==> config.mk <==
export PLATFORM = sky130hd
export DESIGN_NAME = dbg_port_arbiter
export DESIGN_NICKNAME = d
export VERILOG_FILES = /design/src/rtl/dbg_arb_pkg.sv /design/src/rtl/dbg_port_arbiter_rr_pick.sv /design/src/rtl/dbg_port_arbiter.sv
export SDC_FILE = /design/constraint.sdc
export NUM_CORES = 1
export LEC_CHECK = 0
export CORE_MARGIN = 3
export CORE_UTILIZATION = 35
export CTS_BUF_LIST = sky130_fd_sc_hd__clkbuf_8 sky130_fd_sc_hd__clkbuf_16
export DETAILED_ROUTE_END_ITERATION = 12
export PLACE_DENSITY_LB_ADDON = 0.12
export SYNTH_ARGS = -nofsm -noshare
export SYNTH_HDL_FRONTEND = slang
export SYNTH_SLANG_ARGS = --single-unit
==> constraint.sdc <==
create_clock -name clk_i -period 2.4 [get_ports clk_i]
set_input_delay 0.48 -clock clk_i [delete_from_list [all_inputs] [get_ports clk_i]]
set_output_delay 0.48 -clock clk_i [all_outputs]
set_load 0.03 [all_outputs]
==> src/rtl/dbg_arb_pkg.sv <==
// Shared types for the debug-port arbiter.
// Transaction FSM states and the timeout response word.
package dbg_arb_pkg;

  typedef enum logic [1:0] {
    IDLE = 2'd0,
    REQ  = 2'd1,
    RESP = 2'd2
  } state_t;

  localparam logic [31:0] DBG_ERR_DATA = 32'hDEAD_BEEF;

endpackage

==> src/rtl/dbg_port_arbiter_rr_pick.sv <==
// Round-robin picker: first set request bit at or after ptr,
// wrapping modulo N.
module rr_pick #(
  parameter int N = 2,
  parameter int W = 1
) (
  input  logic [N-1:0] req,
  input  logic [W-1:0] ptr,
  output logic [W-1:0] idx,
  output logic         valid
);

  int         k;
  logic [W-1:0] kk;

  // Scan from the farthest offset down so the nearest hit wins.
  always_comb begin
    idx   = '0;
    valid = 1'b0;
    k     = 0;
    kk    = '0;
    for (int i = N - 1; i >= 0; i--) begin
      k = int'(ptr) + i;
      if (k >= N) k = k - N;
      kk = W'(k);
      if (req[kk]) begin
        idx   = kk;
        valid = 1'b1;
      end
    end
  end

endmodule

==> src/rtl/dbg_port_arbiter.sv <==
// Round-robin arbiter sharing the core debug port among
// NUM_REQ requesters, one transaction at a time, with timeout.
module dbg_port_arbiter
  import dbg_arb_pkg::*;
#(
  parameter int NUM_REQ     = 2,
  parameter int ADDR_WIDTH  = 15,
  parameter int DATA_WIDTH  = 32,
  parameter int TIMEOUT_CYC = 255
) (
  input  logic                          clk_i,
  input  logic                          rstn_i,
  input  logic [NUM_REQ-1:0]            req_i,
  input  logic [NUM_REQ*ADDR_WIDTH-1:0] req_addr_i,
  input  logic [NUM_REQ-1:0]            req_we_i,
  input  logic [NUM_REQ*DATA_WIDTH-1:0] req_wdata_i,
  output logic [NUM_REQ-1:0]            req_gnt_o,
  output logic [NUM_REQ-1:0]            req_rvalid_o,
  output logic [DATA_WIDTH-1:0]         req_rdata_o,
  output logic                          req_err_o,
  output logic                          debug_req_o,
  output logic [ADDR_WIDTH-1:0]         debug_addr_o,
  output logic                          debug_we_o,
  output logic [DATA_WIDTH-1:0]         debug_wdata_o,
  input  logic                          debug_gnt_i,
  input  logic                          debug_rvalid_i,
  input  logic [DATA_WIDTH-1:0]         debug_rdata_i,
  output logic                          busy_o
);

  localparam int IW = $clog2(NUM_REQ);
  localparam int TW = $clog2(TIMEOUT_CYC + 1);

  state_t                  state;
  logic [IW-1:0]           winner;
  logic [IW-1:0]           ptr;
  logic [IW-1:0]           nxt_ptr;
  logic [IW-1:0]           pick;
  logic                    pick_ok;
  logic [TW-1:0]           timer;
  logic [ADDR_WIDTH-1:0]   addr;
  logic                    we;
  logic [DATA_WIDTH-1:0]   wdata;
  logic [NUM_REQ-1:0]      sel;
  logic                    gnt_hit;
  logic                    resp_ok;
  logic                    expired;
  logic                    done;

  rr_pick #(
    .N (NUM_REQ),
    .W (IW)
  ) u_pick (
    .req   (req_i),
    .ptr   (ptr),
    .idx   (pick),
    .valid (pick_ok)
  );

  assign sel     = {{(NUM_REQ-1){1'b0}}, 1'b1} << winner;
  assign gnt_hit = (state == REQ) && debug_gnt_i;
  assign resp_ok = debug_rvalid_i && (gnt_hit || state == RESP);
  assign expired = (state == RESP) && !debug_rvalid_i
                && (timer == TW'(TIMEOUT_CYC));
  assign done    = resp_ok || expired;
  assign nxt_ptr = (winner == IW'(NUM_REQ - 1)) ? '0
                                                : winner + 1'b1;

  always_ff @(posedge clk_i or negedge rstn_i) begin
    if (!rstn_i) begin
      state  <= IDLE;
      winner <= '0;
      ptr    <= '0;
      timer  <= '0;
      addr   <= '0;
      we     <= 1'b0;
      wdata  <= '0;
    end else begin
      unique case (state)
        IDLE: begin
          if (pick_ok) begin
            winner <= pick;
            addr   <= req_addr_i[int'(pick)*ADDR_WIDTH +: ADDR_WIDTH];
            we     <= req_we_i[pick];
            wdata  <= req_wdata_i[int'(pick)*DATA_WIDTH +: DATA_WIDTH];
            state  <= REQ;
          end
        end
        REQ: begin
          if (debug_gnt_i) begin
            ptr   <= nxt_ptr;
            timer <= '0;
            state <= debug_rvalid_i ? IDLE : RESP;
          end
        end
        RESP: begin
          if (done) state <= IDLE;
          else      timer <= timer + 1'b1;
        end
        default: state <= IDLE;
      endcase
    end
  end

  assign debug_req_o   = (state == REQ);
  assign debug_addr_o  = addr;
  assign debug_we_o    = we;
  assign debug_wdata_o = wdata;
  assign busy_o        = (state != IDLE);
  assign req_gnt_o     = gnt_hit ? sel : '0;
  assign req_rvalid_o  = done ? sel : '0;
  assign req_err_o     = expired;
  assign req_rdata_o   = expired ? DATA_WIDTH'(DBG_ERR_DATA)
                       : resp_ok ? debug_rdata_i
                       : '0;

endmodule

==> flow_summary.yaml <==
setup_path:
  cp_common_cell: "buf_6"
  r2r-start: "timer[1]"
  reg2reg_slack_ns: 0.65
  max_stage_delay_ns: 0.40
  r2r-end: "timer[1]"
  crit_family: "buffers and inverters"
  worstSetupPathType: "reg2out"
  path_buf_inv: 3
  end_kind: "output pin"
  cp-start-kind: "flip-flop"
  crit_slowest_cell: "dfrtp_1"
  cp.required_ns: 1.92
  crit_arrival_ns: 1.92
  ff2ff_path_depth: 6
  path_cells: "ha_4, and4_4, a21oi_2, o21ai_2, buf_6, clkbuf_16, o21a_1, buf_6"
  worstPathMaxFanout: 13
drt:
  postRouteAntennaNets: 0
  avgViaCountPerCell: 4.845
  drc: 0
  finalWirelength_um: 10230
  wl_per_cell_um: 15.38
  drt-pass1-iter-count: 4
  drtIter0Drc: 71
  vias: 3222
yosys:
  syn-num-nets: 456
  synth_edf_count: 0
  seq_area_frac_synth: 0.4804
  yosysWarnings: 0
  synthCells: 321
  synth.distinct_cells: 38
  synth_area_mm2: 0.003125
  synth-seq-cells: 60
  synth_flop_cell: "dfrtp_1"
  async_flop_share: 1.000
  syn_area_per_cell_um2: 9.737
die:
  die_width_um: 100.5
  start_util: 0.3711
  coreArea_mm2: 0.008423
  rows: 33
  chipHeight_um: 100.5
  die-area_mm2: 0.01010
  pin_count: 221
clocking:
  clock_sinks: 60
  root_buffer: "clkbuf_8"
  ctsHoldBuffers: 0
  cts_tree: "yes"
  cts_buffer_depth: 2
  insertion_delay_ns: 0.32
  clk_pin_slew_worst_paths_ns: 0.07
  h-tree-depth: 3
  cts_buffers: 9
final_layout:
  mostFrequentLayoutCells: "181 x clkdlybuf4s50_1, 58 x nand2_1, 58 x dfrtp_1"
  antennaDiodeCount: 0
  mostFrequentLayoutCell: "clkdlybuf4s50_1"
  fillers: 670
  fin_nets: 691
  drive_gt1_frac: 0.1696
  areaGrowthSynthToFinish_pct: 87.87
  final_util: 0.6971
global_route:
  grt_pass1_vias: 3112
  grt_max_degree: 98
  grt_first_pass_wirelength_um: 15170
  grt_antenna_before_repair: 0
  grt_remaining_overflow: 0
  grt_use_total: 0.1915
sta:
  rsz0062_at_grt: "yes"
  slew_headroom: 0.4955
  post-route-min-period_ns: 2.400
  fmaxAchievable_ghz: 0.4166
  setup_viol: 1
  layout_setup_ws_ns: -0.0004214
  slew_violations: 0
  timing.hold.ws_ns: 0.2915
  finalCritPeriodShare: 1.000
  finClkSkew_ns: 0.004668
  tightestPinTransition_ns: 0.7567
  finalHoldViolations: 0
pwr:
  leakagePower_uw: 0.002649
  ir_drop_v: 0.0006281
  p_per_area_mw_per_mm2: 934.4
  totalPowerFinal_uw: 5487
placement:
  place_hpwl_um: 7648
  io_buffers: 220
  gp_congestion: 0.8389
status:
  violations: "setup timing"
  status: "complete, but fails checks"
hold_path:
  hp-class: "in2async"
job:
  cap_violations: 0
[area by class of cell]
type	count	area, µm²	area share
clock buffers	9	123.9	0.02110
multi-input cells	236	1563	0.2661
repair buffers	245	2501	0.4260
well taps	105	131.4	0.02237
inverters	4	15.01	0.002557
flip-flops and latches	60	1504	0.2561
clock inverters	6	33.78	0.005753
[through the flow]
stage / instance area (µm²) / worst slack [ns] / cells / setup TNS [ns]
global placement: 5454 / -0.003177 / 637 / -0.003177
CTS: 5742 / 0.01000 / 660 / 0
global route: 5872 / -0.1290 / 665 / -2.285
finish: 5872 / -0.0004214 / 665 / -0.0004214
floorplan: 3126 / 0.2502 / 321 / 0
detailed placement: 5454 / -0.02751 / 637 / -0.03372
[how the worst max path moves through the flow]
stage,startpoint,end,slack [ns],cells past startpoint
2_1_floorplan,timer[0],req_rdata_o[18],0.25,6
3_3_place_gp,debug_rvalid_i,req_rdata_o[25],-0.003,6
3_5_place_dp,debug_rvalid_i,req_rdata_o[25],-0.03,6
4_1_cts,timer[0],req_rdata_o[11],0.01,8
5_1_grt,timer[1],req_rdata_o[31],-0.13,8
6_report,timer[1],req_rdata_o[31],-0.0004,8
[flip-flops by register name, summed over array words and instances (netlist names)]
register       count
timer              8
debug_wdata_o     32
debug_we_o         1
debug_addr_o      15
winner             1
state              2
ptr                1
[layer usage]
layer | part of all wire | global-route usage
met5 | 0 | 0
met4 | 0.0095 | 0.05285
met3 | 0.10 | 0.06990
met2 | 0.54 | 0.3609
met1 | 0.35 | 0.1980
[cell usage after synthesis, types with 2 or more instances]
cell / n / area share
dfrtp_1: 60 / 0.48
nand2_1: 59 / 0.071
o21ai_0: 54 / 0.086
mux2i_1: 50 / 0.16
o21a_1: 24 / 0.058
and2_1: 10 / 0.020
buf_2: 10 / 0.016
clkbuf_1: 6 / 0.0072
nor2_1: 6 / 0.0072
buf_4: 4 / 0.0096
inv_1: 4 / 0.0048
nand3_1: 4 / 0.0064
a21oi_1: 2 / 0.0032
a31oi_1: 2 / 0.0040
nand4_1: 2 / 0.0040
nor3_1: 2 / 0.0032
[kinds of logic after synthesis]
logic type                 count (synthesis)  synth area share
muxes                                     50            0.1601
buffers and inverters                     25           0.03923
adders and majority gates                  1          0.004003
AOI/OAI and AO/OA                         91            0.1745
DFF                                       60            0.4804
and+or+nand+nor                           93            0.1389
xor gates and xnor gates                   1          0.002803
[power by group]
part           internal, µW  switching (µW)
sequential             1440             233
clock                   359             381
combinational          1360            1720
[timing repair]
action	CTS	global route
gates resized for setup	12	31
gates cloned	2	1
buffers inserted	6	6
setup endpoints to repair	27	26
pin swaps	0	5
Power figures use the tool's default switching activity.
